## src/rtl/demux_pkg.sv

```systemverilog
// Shared constants and types for the 1-to-9 streaming demultiplexer.
package demux_pkg;

  localparam int WIDTH = 16;
  localparam int NOUT = 9;
  localparam int SELW = 4;
  localparam int ERR_CNT_W = 8;
  localparam logic [SELW-1:0] BCAST_SEL = 4'hF;

  typedef enum logic {
    IDLE,
    BCAST_WAIT
  } state_t;

  typedef logic [SELW-1:0] lane_idx_t;

endpackage

```

## src/rtl/demux_lane_reg.sv

```systemverilog
// One-deep output lane register: a load always wins over a consumer pop.
module demux_lane_reg #(
  parameter int WIDTH = 16
) (
  input  logic             clk,
  input  logic             reset,
  input  logic             load,
  input  logic [WIDTH-1:0] din,
  output logic [WIDTH-1:0] dout,
  output logic             valid,
  input  logic             ready
);

  always_ff @(posedge clk) begin
    if (reset) begin
      valid <= 1'b0;
      dout  <= '0;
    end else if (load) begin
      valid <= 1'b1;
      dout  <= din;
    end else if (ready) begin
      valid <= 1'b0;
    end
  end

endmodule

```

## src/rtl/demux1to9_stream.sv

```systemverilog
// Streaming 1-to-9 demux with broadcast (sel 15) and illegal-select drop.
// Build option: define DEMUX_ERR_CNT_EN to implement the saturating err_count.
module demux1to9_stream
  import demux_pkg::*;
(
  input  logic                  clk,
  input  logic                  reset,
  input  logic [WIDTH-1:0]      in_data,
  input  logic [SELW-1:0]       in_sel,
  input  logic                  in_valid,
  output logic                  in_ready,
  output logic [NOUT*WIDTH-1:0] out_data,
  output logic [NOUT-1:0]       out_valid,
  input  logic [NOUT-1:0]       out_ready,
  output logic                  err_pulse,
  output logic [ERR_CNT_W-1:0]  err_count
);

  state_t          state_q, state_d;
  logic [NOUT-1:0] pending_q, pending_d;
  logic [NOUT-1:0] can_load, sel_hit, load;
  logic [WIDTH-1:0] bcast_buf, lane_din;
  logic            sel_bcast, sel_illegal, illegal_acc, bcast_capture;

  assign can_load = ~out_valid | out_ready;

  always_comb begin
    sel_hit = '0;
    for (int k = 0; k < NOUT; k++) sel_hit[k] = (in_sel == lane_idx_t'(k));
  end

  assign sel_bcast   = (in_sel == BCAST_SEL);
  assign sel_illegal = ~(|sel_hit) & ~sel_bcast;

  // Input acceptance, lane load selection and next state
  always_comb begin
    state_d       = state_q;
    pending_d     = pending_q;
    load          = '0;
    lane_din      = in_data;
    in_ready      = 1'b0;
    illegal_acc   = 1'b0;
    bcast_capture = 1'b0;
    if (!reset) begin
      case (state_q)
        IDLE: begin
          if (sel_bcast || sel_illegal) in_ready = 1'b1;
          else                          in_ready = |(sel_hit & can_load);
          if (in_valid && in_ready) begin
            if (sel_bcast) begin
              load = can_load;
              if (!(&can_load)) begin
                bcast_capture = 1'b1;
                pending_d     = ~can_load;
                state_d       = BCAST_WAIT;
              end
            end else if (sel_illegal) begin
              illegal_acc = 1'b1;
            end else begin
              load = sel_hit;
            end
          end
        end
        BCAST_WAIT: begin
          lane_din  = bcast_buf;
          load      = pending_q & can_load;
          pending_d = pending_q & ~can_load;
          if (pending_d == '0) state_d = IDLE;
        end
        default: state_d = IDLE;
      endcase
    end
  end

  // Control registers
  always_ff @(posedge clk) begin
    if (reset) begin
      state_q   <= IDLE;
      pending_q <= '0;
      err_pulse <= 1'b0;
    end else begin
      state_q   <= state_d;
      pending_q <= pending_d;
      err_pulse <= illegal_acc;
    end
  end

  // Broadcast word is only read while pending lanes remain, so it needs no reset
  always_ff @(posedge clk) begin
    if (bcast_capture) bcast_buf <= in_data;
  end

`ifdef DEMUX_ERR_CNT_EN
  function automatic logic [ERR_CNT_W-1:0] sat_inc(input logic [ERR_CNT_W-1:0] v);
    return (&v) ? v : v + 1'b1;
  endfunction

  always_ff @(posedge clk) begin
    if (reset)            err_count <= '0;
    else if (illegal_acc) err_count <= sat_inc(err_count);
  end
`else
  assign err_count = '0;
`endif

  // Output lane registers
  for (genvar k = 0; k < NOUT; k++) begin : g_lane
    demux_lane_reg #(.WIDTH(WIDTH)) u_lane (
      .clk   (clk),
      .reset (reset),
      .load  (load[k]),
      .din   (lane_din),
      .dout  (out_data[k*WIDTH +: WIDTH]),
      .valid (out_valid[k]),
      .ready (out_ready[k])
    );
  end

endmodule

```

## config.mk

```make
export PLATFORM = sky130hd
export DESIGN_NAME = demux1to9_stream
export DESIGN_NICKNAME = d
export VERILOG_FILES = /design/src/rtl/demux_pkg.sv /design/src/rtl/demux_lane_reg.sv /design/src/rtl/demux1to9_stream.sv
export SDC_FILE = /design/constraint.sdc
export NUM_CORES = 1
export LEC_CHECK = 0
export ABC_AREA = 0
export CORE_UTILIZATION = 49
export CTS_BUF_LIST = sky130_fd_sc_hd__clkbuf_4 sky130_fd_sc_hd__clkbuf_8 sky130_fd_sc_hd__clkbuf_16
export CTS_CLUSTER_SIZE = 16
export DETAILED_ROUTE_END_ITERATION = 8
export PLACE_DENSITY = 0.81
export SLEW_MARGIN = 20
export SYNTH_ARGS = -nofsm -noshare
export SYNTH_HDL_FRONTEND = slang
export SYNTH_HIERARCHICAL = 1
export SYNTH_SLANG_ARGS = --single-unit
export TNS_END_PERCENT = 20
```

## constraint.sdc

```tcl
create_clock -name clk -period 3.4 [get_ports clk]
set_input_delay 1.02 -clock clk [delete_from_list [all_inputs] [get_ports clk]]
set_output_delay 1.02 -clock clk [all_outputs]
set_load 0.1 [all_outputs]
```

==> results of run 1 <==
==> through the flow <==
stage | total power [mW] | cells | utilization (%)
after CTS | 4.709 | 1094 | 67.58
final | 4.664 | 1094 | 67.58
after global placement | 2.729 | 1060 | 62.71
after detailed placement | 2.730 | 1060 | 62.71
after global routing | 4.810 | 1094 | 67.58
after floorplan | 2.582 | 697 | -
==> routing by layer <==
metal | up-vias | track usage [%] | share of wire, %
met5 | - | 0 | 0
met4 | 0 | 7.583 | 1.1
met3 | 21 | 7.474 | 7.7
met2 | 208 | 38.48 | 45
met1 | 2708 | 33.89 | 46
li1 | 2764 | - | -
==> cell families after synthesis <==
logic type | synth area share [%]
mux | 22.09
other cells | 0.05108
compound gates | 5.488
flops | 51.26
simple gates | 13.82
buf+inv | 7.294
==> worst register-to-register path, cell delays in order, from the launching register on <==
cell and delay (ns):
dfxtp_1 0.33, and2b_2 0.20, o211a_1 0.25, o311ai_4 0.35, nor4_4 0.08, buf_4 0.20
o31ai_4 0.30, buf_12 0.21, mux2i_1 0.23, nor2_1 0.07
==> report_power, final <==
part	internal [mW]	switching [mW]	total, mW
Clock	1.07	0.906	1.97
Combinational	0.143	0.377	0.520
Sequential	2.16	0.0121	2.17
==> how the worst max path moves through the flow <==
stage                    end
global placement    in_ready
global route        in_ready
CTS                 in_ready
finish              in_ready
floorplan           in_ready
detailed placement  in_ready
==> layout make-up <==
type                       count  area [um2]
sequential                   180        3764
tap                          184       230.2
fill                        1153        4730
clock inverter                14       162.7
multi-input combinational    454        3261
inverter                      12       45.04
clock buffer                  18       439.2
timing repair buffer         232        1958
==> cell usage in the layout, fill, tap and decap left out, drive strengths merged, types with 2 or more instances in the layout <==
master         netlist  routed
or2b                 5       5
and2                 4       4
and3                 4       4
o31ai                5       5
dfxtp              164     164
clkdlybuf4s50        0      18
buf                 51     205
nor2               157     157
mux2i              144     144
nand2b              13      13
a21oi               25      25
nand3               12      12
nor4                 2       2
nor2b                7       7
conb                 1       8
o21ai                7       7
a22o                 2       2
a32o                 2       2
and2b                2       2
a221oi               2       2
a21o                 2       2
clkbuf               0      18
nor3                10      10
clkinv               1       6
a22oi                8       8
mux2                16      16
nand2                6       6
clkdlybuf4s15        0       5
dlygate4sd2          0       4
edfxtp              16      16
inv                 11      18
==> flip-flops by register name, indices dropped and copies added (netlist names) <==
name / count
g_lane.u_lane/valid: 9
state_q: 1
err_pulse: 1
g_lane.u_lane/dout: 144
bcast_buf: 16
pending_q: 9
==> timing repair <==
item	in CTS	in global routing
setup endpoints to repair	1	1
resized for setup	55	0
pin swaps	12	0
buffers inserted	3	0
==> impl_metrics.toml, run 1 <==
[floorplan]
start_util_pct = 50.33
die-area_um2 = 15480
rows = 44
die_y_um = 124.4
fp.dieW_um = 124.4
design.core.area_um2 = 14590
ios = 195

[synth]
synth_cell_type_count = 46
ys_warn_count = 6
synth_edf_count = 16
postSynthCellCount = 690
synthArstFlopShare_pct = 0
yosys.area.top_type = "dfxtp_1"
ys_ff_latch = 180
syn_avg_cell_area_um2 = 10.64
yosys.cell_count.top_type = "dfxtp_1"
ys_seq_area_share_pct = 51.26
synth.area.top_cells = "dfxtp_1, mux2i_1, nor2_1"
synthTopCellsByCount = "dfxtp_1, nor2_1, mux2i_1"
yosysTopAreaCellShare_pct = 44.72
synth_top_flop_cell = "dfxtp_1"
syn_area_um2 = 7342

[clock_network]
cts.clk_slew.worst_paths_ns = 0.07
cts_tree = "built"
numCtsBuffers = 17
htreeDepth = 4
cts_root_buf = "clkbuf_16"
cts_hold_buf = 0
clock_latency_ns = 0.43
cts_max_path_buffers = 2
cts_sinks = 180

[sta]
worst_clock_skew_ns = 0.008312
rsz0062_at_grt = "true"
period_share_pct = 99.75
hold_viol_final = 0
fin_ws_ns = 0.008376
finalSetupViolCount = 0
fin_tns_setup_ns = 0
whs_ns = 0.4958
slew_violations = 0
tightest_slew_ns = 0.8967
relSlewSlack_pct = 40.22
fmax_mhz = 294.8
period_minus_slack_ns = 3.392

[worst_setup_path]
cp_max_fo = 2
cp-start-kind = "input pin"
path_class = "input pin to primary output"
timing.critical_path.cells = "clkdlybuf4s50_1, nand2b_4, nand2_1, a21oi_2, nor4_4, nor3_4, buf_12"
cp_slowest_stage_delay_ns = 0.50
r2r_cells = 9
critical_path_required_ns = 2.38
crit_path_start = "out_ready[6]"
worstReg2RegEnd = "g_lane[8].u_lane/dout[7]"
worst_ep_arrival_time_ns = 2.37
rr_startpoint = "g_lane[1].u_lane/valid"
cp_top_family = "buffers and inverters"
critical_path_buf_inv_count = 2
slowest_stage = "clkdlybuf4s50_1"
r2r_slack_ns = 1.03
worst-path-stages = 7
critPathCaptureType = "primary output"

[global_routing]
antenna_found_initial = 0
grt_overflow = 0
grt_pass1_wl_um = 30130
grt_max_degree = 91
grt_usage_pct = 25.08
grt_pass1_vias = 5409

[routing]
wl_um = 19530
first_iter_violations = 382
route.detailed.drc = 0
ant_nets = 0
viasPerCell = 5.211
vias = 5701
drt_first_pass_iters = 5
wire_per_inst_um = 17.85

[final_layout]
drive_gt1_share_pct = 32.31
antennaDiodeCount = 0
syn_to_final_growth_pct = 34.29
final_area_um2 = 9859
nets = 929

[placed_design]
place_hpwl_um = 13470
place_congestion = 0.8514
numPortBuffers = 186
dp_worst_setup_slack_ns = -0.4335
placed_area_um2 = 9149

[power_and_ir_drop]
power.leakage_nw = 3.871
power_density_nw_per_um2 = 473.0
peakVddDrop_mv = 0.3317

[worst_hold_path]
holdPathStages = 2
whs_endpoint = "g_lane[5].u_lane/dout[9]"
hold_start = "g_lane[5].u_lane/dout[9]"
hold_class = "flip-flop to flip-flop"

[job]
drv_cap = 0

[outcome]
outcome = "complete, no violations"
No activity file was read; power rests on OpenSTA's default activity.
==> run 2: changes to the inputs <==
Settings changed: CTS_CLUSTER_DIAMETER set to 120, SLEW_MARGIN 20 to unset.
==> results of run 2 <==
The final DEF is identical to that of run 1; final timing and power are the same.
